<file path="src/rtl/flag_br_unit_pkg.sv">
// Shared definitions for the EX-stage flag/branch unit.
package flag_br_unit_pkg;

  // Bit positions of the architectural flags within {z,v,n}.
  localparam int FLAG_Z = 2;
  localparam int FLAG_V = 1;
  localparam int FLAG_N = 0;

  // Branch condition codes carried by the EX-stage branch instruction.
  typedef enum logic [2:0] {
    CC_NEQ    = 3'b000,
    CC_EQ     = 3'b001,
    CC_GT     = 3'b010,
    CC_LT     = 3'b011,
    CC_GTE    = 3'b100,
    CC_LTE    = 3'b101,
    CC_OVFL   = 3'b110,
    CC_UNCOND = 3'b111
  } cond_code_e;

  // Evaluates a condition code against a {z,v,n} flag vector.
  function automatic logic condEval(input logic [2:0] cc, input logic [2:0] f);
    logic res;
    res = 1'b0;
    case (cond_code_e'(cc))
      CC_NEQ:    res = ~f[FLAG_Z];
      CC_EQ:     res = f[FLAG_Z];
      CC_GT:     res = ~f[FLAG_Z] & ~f[FLAG_N];
      CC_LT:     res = f[FLAG_N];
      CC_GTE:    res = ~f[FLAG_N];
      CC_LTE:    res = f[FLAG_N] | f[FLAG_Z];
      CC_OVFL:   res = f[FLAG_V];
      CC_UNCOND: res = 1'b1;
      default:   res = 1'b0;
    endcase
    return res;
  endfunction

endpackage

</file>
<file path="src/rtl/flag_br_unit_flag_stack.sv">
// Small parameterized LIFO used to save flags across interrupts.
// Pushes win over pops; push when full and pop when empty are ignored.
module flag_stack
  import flag_br_unit_pkg::*;
#(
  parameter int DEPTH = 4,
  parameter int W     = 3
) (
  input  logic                     clk,
  input  logic                     rst_n,
  input  logic                     push_i,
  input  logic                     pop_i,
  input  logic [W-1:0]             data_i,
  output logic [W-1:0]             data_o,
  output logic [$clog2(DEPTH):0]   count_o,
  output logic                     full_o,
  output logic                     empty_o
);

  localparam int PW = $clog2(DEPTH);
  localparam int CW = PW + 1;

  logic [W-1:0]  mem_q [DEPTH];
  logic [CW-1:0] cnt_q;
  logic [CW-1:0] cntM1;
  logic [PW-1:0] topIdx;
  logic [PW-1:0] wrIdx;
  logic          doPush;
  logic          doPop;

  assign full_o  = (cnt_q == CW'(DEPTH));
  assign empty_o = (cnt_q == '0);
  assign doPush  = push_i & ~full_o;
  assign doPop   = pop_i & ~push_i & ~empty_o;
  assign cntM1   = cnt_q - CW'(1);
  assign topIdx  = cntM1[PW-1:0];
  assign wrIdx   = cnt_q[PW-1:0];
  assign data_o  = empty_o ? '0 : mem_q[topIdx];
  assign count_o = cnt_q;

  // Entry storage and occupancy count; reset clears every entry.
  always_ff @(posedge clk or negedge rst_n) begin
    if (!rst_n) begin
      cnt_q <= '0;
      for (int i = 0; i < DEPTH; i++) begin
        mem_q[i] <= '0;
      end
    end else if (doPush) begin
      mem_q[wrIdx] <= data_i;
      cnt_q        <= cnt_q + CW'(1);
    end else if (doPop) begin
      cnt_q <= cntM1;
    end
  end

endmodule

</file>
<file path="src/rtl/flag_br_unit.sv">
// EX-stage flag register, branch condition evaluation and interrupt
// flag save/restore with sticky stack error status.
module flag_br_unit
  import flag_br_unit_pkg::*;
#(
  parameter int STACK_DEPTH = 4
) (
  input  logic                         clk,
  input  logic                         rst_n,
  input  logic                         zr,
  input  logic                         ov,
  input  logic                         neg,
  input  logic [2:0]                   upd,
  input  logic                         stall,
  input  logic                         flush,
  input  logic                         is_br,
  input  logic [2:0]                   br_cond,
  input  logic                         int_entry,
  input  logic                         reti,
  input  logic                         clr_err,
  output logic [2:0]                   flags,
  output logic                         br_taken,
  output logic [$clog2(STACK_DEPTH):0] stk_cnt,
  output logic                         stk_ovf,
  output logic                         stk_unf
);

  logic [2:0] flags_q, flags_d;
  logic       ovf_q, ovf_d;
  logic       unf_q, unf_d;
  logic [2:0] aluFlags;
  logic [2:0] updFlags;
  logic [2:0] stkTop;
  logic       wr;
  logic       pushReq;
  logic       popReq;
  logic       stkFull;
  logic       stkEmpty;

  assign wr       = ~stall & ~flush;
  assign aluFlags = {zr, ov, neg};
  assign pushReq  = int_entry & ~stall;
  assign popReq   = reti & ~stall & ~flush & ~pushReq;

  // The stack gets the next-state flags so a push captures this cycle's update.
  flag_stack #(
    .DEPTH (STACK_DEPTH),
    .W     (3)
  ) u_stack (
    .clk     (clk),
    .rst_n   (rst_n),
    .push_i  (pushReq),
    .pop_i   (popReq),
    .data_i  (updFlags),
    .data_o  (stkTop),
    .count_o (stk_cnt),
    .full_o  (stkFull),
    .empty_o (stkEmpty)
  );

  // Next-state flags and sticky errors; a successful pop overrides the ALU update.
  always_comb begin
    updFlags = flags_q;
    if (wr) begin
      updFlags = (upd & aluFlags) | (~upd & flags_q);
    end
    flags_d = (popReq & ~stkEmpty) ? stkTop : updFlags;
    ovf_d = ovf_q;
    unf_d = unf_q;
    if (clr_err) begin
      ovf_d = 1'b0;
      unf_d = 1'b0;
    end
    if (pushReq & stkFull) begin
      ovf_d = 1'b1;
    end
    if (popReq & stkEmpty) begin
      unf_d = 1'b1;
    end
  end

  // Architectural flag register and sticky error bits.
  always_ff @(posedge clk or negedge rst_n) begin
    if (!rst_n) begin
      flags_q <= '0;
      ovf_q   <= 1'b0;
      unf_q   <= 1'b0;
    end else begin
      flags_q <= flags_d;
      ovf_q   <= ovf_d;
      unf_q   <= unf_d;
    end
  end

  assign flags    = flags_q;
  assign stk_ovf  = ovf_q;
  assign stk_unf  = unf_q;
  assign br_taken = is_br & ~flush & condEval(br_cond, flags_q);

endmodule

</file>
<file path="config.mk">
export PLATFORM = sky130hd
export DESIGN_NAME = flag_br_unit
export DESIGN_NICKNAME = d
export VERILOG_FILES = /design/src/rtl/flag_br_unit_pkg.sv /design/src/rtl/flag_br_unit_flag_stack.sv /design/src/rtl/flag_br_unit.sv
export SDC_FILE = /design/constraint.sdc
export NUM_CORES = 1
export LEC_CHECK = 0
export BUFFER_PORTS_ARGS = -buffer_cell sky130_fd_sc_hd__buf_2
export CAP_MARGIN = 20
export CORE_MARGIN = 1
export CORE_UTILIZATION = 50
export CTS_CLUSTER_SIZE = 25
export DETAILED_ROUTE_END_ITERATION = 12
export PLACE_DENSITY = 0.72
export SETUP_SLACK_MARGIN = 0.05
export SYNTH_ARGS = -nofsm -noshare
export SYNTH_HDL_FRONTEND = slang
export SYNTH_HIERARCHICAL = 1
export SYNTH_SLANG_ARGS = --single-unit
</file>
<file path="constraint.sdc">
create_clock -name clk -period 2.7 [get_ports clk]
set_input_delay 0.405 -clock clk [delete_from_list [all_inputs] [get_ports clk]]
set_output_delay 0.405 -clock clk [all_outputs]
set_load 0.01 [all_outputs]
</file>
==> results of run 1 <==
layout make-up:
type                       count  area share
multi-input combinational     65       0.470
sequential                    20       0.369
timing repair buffer          25      0.0923
clock buffer                   4      0.0268
tap                           28      0.0258
inverter                       6      0.0166
cell usage in the layout, fill, tap and decap left out:
master,n
clkbuf_4,3
o32a_1,1
a221o_1,1
mux2_4,3
nor3_1,1
nand2_1,7
o31a_2,1
dfrtp_1,20
and2b_1,1
inv_1,6
mux2_2,16
ha_1,6
nand2b_1,1
xnor2_1,1
nor2_1,3
a21boi_4,1
a211oi_1,1
nor2b_1,4
nor4b_4,1
buf_2,25
clkbuf_8,1
nor3b_1,6
o21ai_0,3
mux4_2,3
and2_1,1
nor2b_2,1
xor2_1,1
a2111oi_2,1
final timing paths:
kind,startpoint,cells after the start,endpoint
worst max-delay path,u_stack/count_o[0],6,u_stack/count_o[2]
worst min-delay path,rst_n,1,u_stack/mem_q[4]
worst max register to register,u_stack/count_o[0],6,u_stack/count_o[2]
worst min register to register,u_stack/mem_q[8],1,u_stack/mem_q[8]
max in group asynchronous,rst_n,1,u_stack/mem_q[5]
min in group clk,clr_err,2,stk_unf
through the flow:
step | total power, W | instances
after floorplan | 0.00100 | 92
after global placement | 0.00115 | 144
after detailed placement | 0.00117 | 144
after CTS | 0.00134 | 148
after global routing | 0.00143 | 148
final | 0.00133 | 148
power by group through the flow:
stage,sequential [W],combinational [W],clock [W]
after floorplan,0.000534,0.000466,0
after global placement,0.000544,0.000602,0
after detailed placement,0.000551,0.000618,0
after CTS,0.000543,0.000621,0.000177
after global routing,0.000563,0.000678,0.000187
final,0.000544,0.000614,0.000168
state kept, by name, indices dropped and copies added (netlist names):
signal and flops:
u_stack/mem_q 12, flags 3, u_stack/count_o 3, stk_ovf 1, stk_unf 1
synthesized netlist by cell type (all sizes together), types with 3 or more instances:
library cell / number
mux4: 3
nor3b: 6
o21ai: 3
inv: 6
nor2b: 5
mux2: 19
nand2: 7
nor2: 3
dfrtp: 20
ha: 6
worst max-delay path: cells and delay by family, from the launching register on:
| family | cells | cell delay (ns) |
|---|---|---|
| flip-flops | 1 | 0.57 |
| adder cells (fa/ha/maj) | 2 | 0.49 |
| AND/OR/NAND/NOR | 2 | 0.63 |
| AO/OA/AOI/OAI | 1 | 0.19 |
| buffers and inverters | 1 | 0.15 |
cell families (layout without fill, tap and decap cells):
kind of cell,after synthesis,count (layout),synth area share
fa+ha+maj,6,6,0.0644
flops,20,20,0.430
compound gates,9,9,0.0741
xor+xnor,2,2,0.0150
buf+inv,7,35,0.0236
simple gates,26,26,0.142
mux,22,22,0.251
layer usage:
metal	vias to the layer above	GRT usage	routed length [µm]
met1	388	0.217	926
met3	2	0.0242	77
li1	385	-	-
met5	-	0	0
met4	0	0.0857	14
met2	19	0.344	1020
==> results_dict.tcl, run 1 <==
set metrics [dict create \
    outcome "finished, final reports clean" \
    postCtsSetupBuffers 0 \
    post-route-drc-count 0 \
    maxCapViolations 0 \
    dieArea_um2 2530 \
    async_flop_share 1.00 \
    final_util 0.613 \
    grt_pass1_wl_um 3590 \
    antenna_found_initial 0 \
    cp_max_fo 8 \
    clk-insertion-delay-late_ns 0.29 \
    synth_edf_count 0 \
    critPathLaunchType "flop" \
    grt_pass1_vias 863 \
    final_nets 144 \
    gp_routability_congestion 0.853 \
    synthesis.nets 115 \
    peakVddDrop_uv 643 \
    maxSlewHeadroom 0.618 \
    wire_per_inst_um 13.8 \
    cts_resized 0 \
    die_height_um 50.3 \
    yosysTopAreaCell "dfrtp_1" \
    slew_violations 0 \
    p_int_w 0.000873 \
    setup_viol 0 \
    crit_slowest_cell "dfrtp_1" \
    rows 17 \
    ys_seq_area_frac 0.430 \
    setup_slack_ns 0.586 \
    fillers 178 \
    cts.clk_slew.worst_paths_ns 0.11 \
    finalHoldViolations 0 \
    fin_crit_ns 2.11 \
    grt.total_usage 0.189 \
    dpl_worst_slack_ns 0.613 \
    synth.avg_cell_area_um2 12.7 \
    layout_worst_path_cycle_share 0.783 \
    clock_path_buffers 2 \
    holdCritPathClass "in -> async" \
    clkPwrFrac 0.127 \
    root_buffer "clkbuf_4" \
    switching_share 0.341 \
    postRouteAntennaNets 0 \
    portBuffers 25 \
    power_density_nw_per_um2 977 \
    diodes 0 \
    cp-end-kind "flop" \
    cp.required_ns 2.91 \
    fin_skew_ns 0.00586 \
    final_area_um2 1360 \
    hold_ws_ns 0.0318 \
    cts_tree "built" \
    tns_ns 0 \
    cts_hold_buf 0 \
    seqPwrFrac 0.410 \
    cts_made_buffers 3 \
    power.leakage_nw 0.637 \
    ys.flop_type "dfrtp_1" \
    drtIter0Drc 0 \
    ys_ff_latch 20 \
    drtPass1Iterations 1 \
    die_w_um 50.3 \
    ios 26 \
    regArea_um2 500 \
    hpwlAfterDp_um 1610 \
    start_util 0.527 \
    coreArea_um2 2210 \
    synth_area_leaders "dfrtp_1, mux2_2, ha_1" \
    rsz0062_at_grt "false" \
    grt_max_degree 21 \
    p_sw_w 0.000453 \
    drive_gt1_frac 0.467 \
    ys_types 26 \
    grt_overflow_total 0 \
    drt-total-wl_um 2040 \
    vias 794 \
    synth_cells 92 \
    crit_arrival_ns 2.32 \
    fmax_ghz 0.473 \
    path_class "reg -> reg" \
    worst_pin_slew_ns 0.571 \
    via_per_inst 5.36 \
    synth_area_um2 1160 \
    multi_input_area_um2 637 \
    ff2ff_setup_slack_ns 0.59 \
    path_cells "inv_1 -> ha_1 -> ha_1 -> nor3b_1 -> nor3b_1 -> a211oi_1" \
    h-tree-depth 1 \
    p_comb_frac 0.463 \
    synthToLayoutAreaGrowth_pct 16.4 \
    yosys_warnings 6 \
    placed_cell_area_um2 1320 \
    critical_path.max_stage_delay_ns 0.57 \
    synth_top_area_frac 0.430 \
    cts_sinks 20 \
]
No activity file was read; power rests on OpenSTA's default activity.
==> run 2: changes to the inputs <==
Settings changed: CORE_UTILIZATION 50 to 47, PLACE_DENSITY 0.72 to 0.71.
Clock period 2.7 ns to 1.7 ns, I/O delays scaled along.
==> run 2 against run 1 <==
  * The flow now finishes with violations (negative setup slack)
  * Register-to-register slack worse by 0.49 ns
  * Routed wire length is 11% higher
  * Critical path depth fell by 2
  * Sequential cell count did not move
  * Worst setup slack lost 0.66 ns
  * Die area rose by 6.1%
  * Via count is 5.7% higher
  * Global-route usage up 0.85 points
  * Count of clock-buffer cells in the layout is the same
  * Utilization up 4.6 points
  * Critical path type is now reg -> out
==> results_dict.tcl, run 2 (same netlist as run 1, synthesis figures left out) <==
set metrics [dict create \
    outcome "finished with violations" \
    violations "negative setup slack" \
    path_cells "nor2b_2 -> a221o_1 -> a2111oi_2 -> buf_2" \
    cts_tree "built" \
    drtPass1Iterations 4 \
    antenna_found_initial 0 \
    fin_crit_ns 1.77 \
    fin_skew_ns 0.00717 \
    grt_pass1_vias 836 \
    cts_sinks 20 \
    power.leakage_nw 0.691 \
    dieArea_um2 2680 \
    clock_path_buffers 2 \
    diodes 0 \
    largest_reg_flops 12 \
    drt-total-wl_um 2270 \
    die_height_um 51.8 \
    postRouteAntennaNets 0 \
    maxSlewHeadroom 0.708 \
    gp_routability_congestion 0.764 \
    stdcell_count 158 \
    worst_pin_slew_ns 0.439 \
    placed_cell_area_um2 1400 \
    coreArea_um2 2280 \
    mostFrequentLayoutCells "buf_2, dfrtp_1, mux2_2" \
    tns_ns -0.0746 \
    cts.clk_slew.worst_paths_ns 0.11 \
    hpwlAfterDp_um 1710 \
    cp-end-kind "primary output" \
    maxCapViolations 0 \
    setup_slack_ns -0.0746 \
    drive_gt1_frac 0.554 \
    cts_made_buffers 3 \
    regMostFlops "u_stack/mem_q" \
    start_util 0.512 \
    crit_buf_inv 1 \
    crit_arrival_ns 1.52 \
    post-route-drc-count 0 \
    critPathLaunchType "flop" \
    die_w_um 51.8 \
    finalHoldViolations 0 \
    rsz0062_at_grt "true" \
    root_buffer "clkbuf_4" \
    slew_violations 0 \
    cp_max_fo 2 \
    h-tree-depth 1 \
    portBuffers 25 \
    holdCritPathClass "in -> reg" \
    via_per_inst 5.31 \
    grt.total_usage 0.198 \
    grt_pass1_wl_um 3660 \
    clk-insertion-delay-late_ns 0.31 \
    setup_viol 1 \
    wire_per_inst_um 14.4 \
    final_nets 154 \
    power_density_nw_per_um2 1610 \
    dpl.cell_count 147 \
    rows 17 \
    crit_slowest_cell "dfrtp_1" \
    grt_overflow_total 0 \
    peakVddDrop_uv 1090 \
    final_area_um2 1500 \
    ff2ff_setup_slack_ns 0.10 \
    grt_max_degree 21 \
    fmax_ghz 0.564 \
    layout_worst_path_cycle_share 1.04 \
    synthToLayoutAreaGrowth_pct 28.8 \
    final_common_cell "buf_2" \
    crit_family "compound AO/OA/AOI/OAI gates" \
    ios 26 \
    drtIter0Drc 6 \
    critical_path.max_stage_delay_ns 0.38 \
    cp.required_ns 1.44 \
    path_class "reg -> out" \
    vias 839 \
]
run 2: changes by cell type in the layout (fill, tap and decap cells not counted), moves of 2 or more:
cell	before	now
buf_4	0	9
ha_1	6	3
ha_4	0	3
mux2_2	16	13
mux2_4	3	6
inv_1	6	4
run 2: area by class of cell:
| type | instances | area (µm²) |
|---|---|---|
| multi-input cells | 65 | 697 |
| well taps | 28 | 35.0 |
| inverters | 6 | 27.5 |
| repair buffers | 35 | 203 |
| fillers | 169 | 776 |
| clock buffers | 4 | 36.3 |
| flip-flops and latches | 20 | 502 |
run 2: metal layers:
metal | global-route usage | part of all wire | routed length, µm | vias up
li1 | - | - | - | 409
met1 | 0.213 | 0.44 | 992 | 400
met2 | 0.361 | 0.50 | 1130 | 25
met3 | 0.0614 | 0.053 | 120 | 5
met4 | 0.0676 | 0.011 | 26 | 0
met5 | 0 | 0 | 0 | -
run 2: per-stage QoR:
step           setup WS (ns)   util  hold slack (ns)  power (W)
4_1_cts              -0.0892  0.650            0.133    0.00240
2_1_floorplan         0.0286      -          -0.0406    0.00173
6_report             -0.0746  0.659            0.139    0.00242
3_3_place_gp          0.0408  0.616            0.223    0.00199
5_1_grt               -0.157  0.659            0.132    0.00260
3_5_place_dp         -0.0119  0.616            0.229    0.00204
run 2: final timing paths:
check                                    from                 end  cells after the start
max in group asynchronous               rst_n  u_stack/count_o[0]                      2
setup / recovery                     flags[1]            br_taken                      4
setup reg to reg           u_stack/count_o[0]            flags[1]                      5
hold reg to reg              u_stack/mem_q[7]    u_stack/mem_q[7]                      1
min in group asynchronous               rst_n             stk_unf                      2
hold / removal                        clr_err             stk_unf                      2
run 2: power breakdown:
| group | internal (W) | switching, W |
|---|---|---|
| logic | 0.000771 | 0.000529 |
| registers | 0.000693 | 0.000152 |
| clock network | 0.000131 | 0.000145 |
| total | 0.00160 | 0.000825 |
run 2: repair_timing:
item,CTS,global route
buffers inserted,4,2
endpoints found under the hold margin,20,0
hold buffers,1,0
gates resized for setup,2,2
setup endpoints to repair,7,6
==> run 3: changes to the inputs <==
Settings changed: RECOVER_POWER set to 100.
==> run 3 against run 2 <==
  * Power decreased by 2.8%
  * Cell count did not move
  * Non-clock buffer count did not move
  * Routed wire length grew 0.79%
  * Global-route usage unchanged
  * The flow still finishes with violations (negative setup slack)
  * Sequential power hardly changed
  * Highest routed layer unchanged
  * Sequential cell count did not move
  * First-iteration DRC count up 67%
  * Sequential share of layout area grew 0.69 points
  * Critical path type unchanged
==> results_dict.tcl, run 3 (same netlist as run 1, synthesis figures left out) <==
set metrics [dict create \
    diodes 0 \
    via_per_inst 5.25 \
    antenna_found_initial 0 \
    rsz0062_at_grt "true" \
    crit_slowest_cell "dfrtp_1" \
    critical_path.max_stage_delay_ns 0.38 \
    h-tree-depth 1 \
    drive_gt1_frac 0.477 \
    fin_skew_ns 0.00524 \
    start_util 0.512 \
    holdCritPathClass "in -> reg" \
    ios 26 \
    die_w_um 51.8 \
    rr_endpoint "flags[1]" \
    dieArea_um2 2680 \
    maxSlewHeadroom 0.286 \
    synthToLayoutAreaGrowth_pct 25.9 \
    r2r_cells 5 \
    drt-total-wl_um 2290 \
    die_height_um 51.8 \
    drtIter0Drc 10 \
    mostFrequentLayoutCells "dfrtp_1, buf_2, mux2_2" \
    portBuffers 25 \
    grt.total_usage 0.198 \
    root_buffer "clkbuf_4" \
    worst_pin_slew_ns 1.07 \
    crit_arrival_ns 1.52 \
    cts_made_buffers 3 \
    tns_ns -0.177 \
    post-route-drc-count 0 \
    wire_per_inst_um 14.5 \
    maxCapViolations 0 \
    finalHoldViolations 0 \
    setup.worst_path.end "br_taken" \
    peakVddDrop_uv 1080 \
    rows 17 \
    wl_met2_um 1140 \
    clock_path_buffers 2 \
    violations "negative setup slack" \
    fin_crit_ns 1.77 \
    grt_max_degree 21 \
    grt_overflow_total 0 \
    regMostFlops "u_stack/mem_q" \
    cts_tree "built" \
    cp_max_fo 2 \
    hold_depth 2 \
    power_density_nw_per_um2 1600 \
    outcome "finished with violations" \
    cp-startpoint "flags[1]" \
    vias 830 \
    gp_routability_congestion 0.764 \
    critPathLaunchType "flop" \
    hpwlAfterDp_um 1710 \
    grt_pass1_vias 836 \
    dr.max_layer_used "met4" \
    cp.required_ns 1.44 \
    layout_worst_path_cycle_share 1.04 \
    path_cells "nor2b_2 -> a221o_1 -> a2111oi_2 -> buf_2" \
    fillers 178 \
    grt_pass1_wl_um 3660 \
    coreArea_um2 2280 \
    final_util 0.644 \
    cts_sinks 20 \
    slew_violations 0 \
    p_total_w 0.00235 \
    power.leakage_nw 0.664 \
    routed-wl-met3_um 118 \
    cts.clk_slew.worst_paths_ns 0.11 \
    final_common_cell "dfrtp_1" \
    ff2ff_setup_slack_ns -0.04 \
    largest_reg_flops 12 \
    fmax_ghz 0.564 \
    final_nets 154 \
    reg2reg_from "u_stack/count_o[0]" \
    postRouteAntennaNets 0 \
    drtPass1Iterations 2 \
    path_class "reg -> out" \
    met1Wirelength_um 1010 \
    setup_viol 4 \
    setup_slack_ns -0.0721 \
    clk-insertion-delay-late_ns 0.30 \
    cp-end-kind "primary output" \
]
==> run 3: changes by cell type in the layout (fill, tap and decap cells not counted), sizes merged <==
cell / change
buf: -9
clkbuf: +9
==> run 3: per-layer routing <==
metal / track usage / vias up
li1: - / 406
met1: 0.213 / 396
met2: 0.361 / 26
met3: 0.0614 / 2
met4: 0.0676 / 0
met5: 0 / -
==> run 3: worst max-delay path, delay by kind of cell, from the launching register on <==
family                 cells  cell delay, ns
DFF                        1            0.38
and+or+nand+nor            1            0.05
AOI/OAI and AO/OA          2            0.60
buffers and inverters      1            0.19
==> run 3: cell type report <==
cell class | instances | area (µm²) | share of cell area
multi-input cells | 65 | 677 | 0.462
flip-flops and latches | 20 | 500 | 0.341
repair buffers | 35 | 190 | 0.130
clock buffers | 4 | 36.3 | 0.0247
well taps | 28 | 35.0 | 0.0239
inverters | 6 | 27.5 | 0.0188
==> run 3: how the worst min path moves through the flow <==
stage                        from  slack, ns       end
after floorplan             rst_n      -0.04  flags[0]
after global placement      rst_n       0.22   stk_unf
after detailed placement    rst_n       0.23   stk_unf
after CTS                 clr_err       0.13   stk_unf
after global routing      clr_err       0.13   stk_unf
final                     clr_err       0.14   stk_unf
==> run 3: power by group <==
group / leakage, nW / internal (W) / switching (W) / total, W
combinational: 0.398 / 0.000721 / 0.000517 / 0.00124
clock: 0.0210 / 0.000131 / 0.000142 / 0.000273
sequential: 0.246 / 0.000691 / 0.000152 / 0.000843
==> run 3: what timing repair did <==
action | CTS | global route
endpoints found under the hold margin | 20 | 0
pin swaps | 0 | 0
cloned | 0 | 0
hold buffers | 1 | 0
buffers inserted | 4 | 2
resized for setup | 2 | 2
setup endpoints to repair | 7 | 6
==> run 3: metrics by stage <==
step | area [µm²] | instances | hold WS [ns] | worst slack, ns
final | 1470 | 158 | 0.145 | -0.0721
after global routing | 1470 | 158 | 0.132 | -0.157
after CTS | 1480 | 156 | 0.133 | -0.0892
after detailed placement | 1400 | 147 | 0.229 | -0.0119
after global placement | 1400 | 147 | 0.223 | 0.0408
after floorplan | 1230 | 92 | -0.0406 | 0.0286
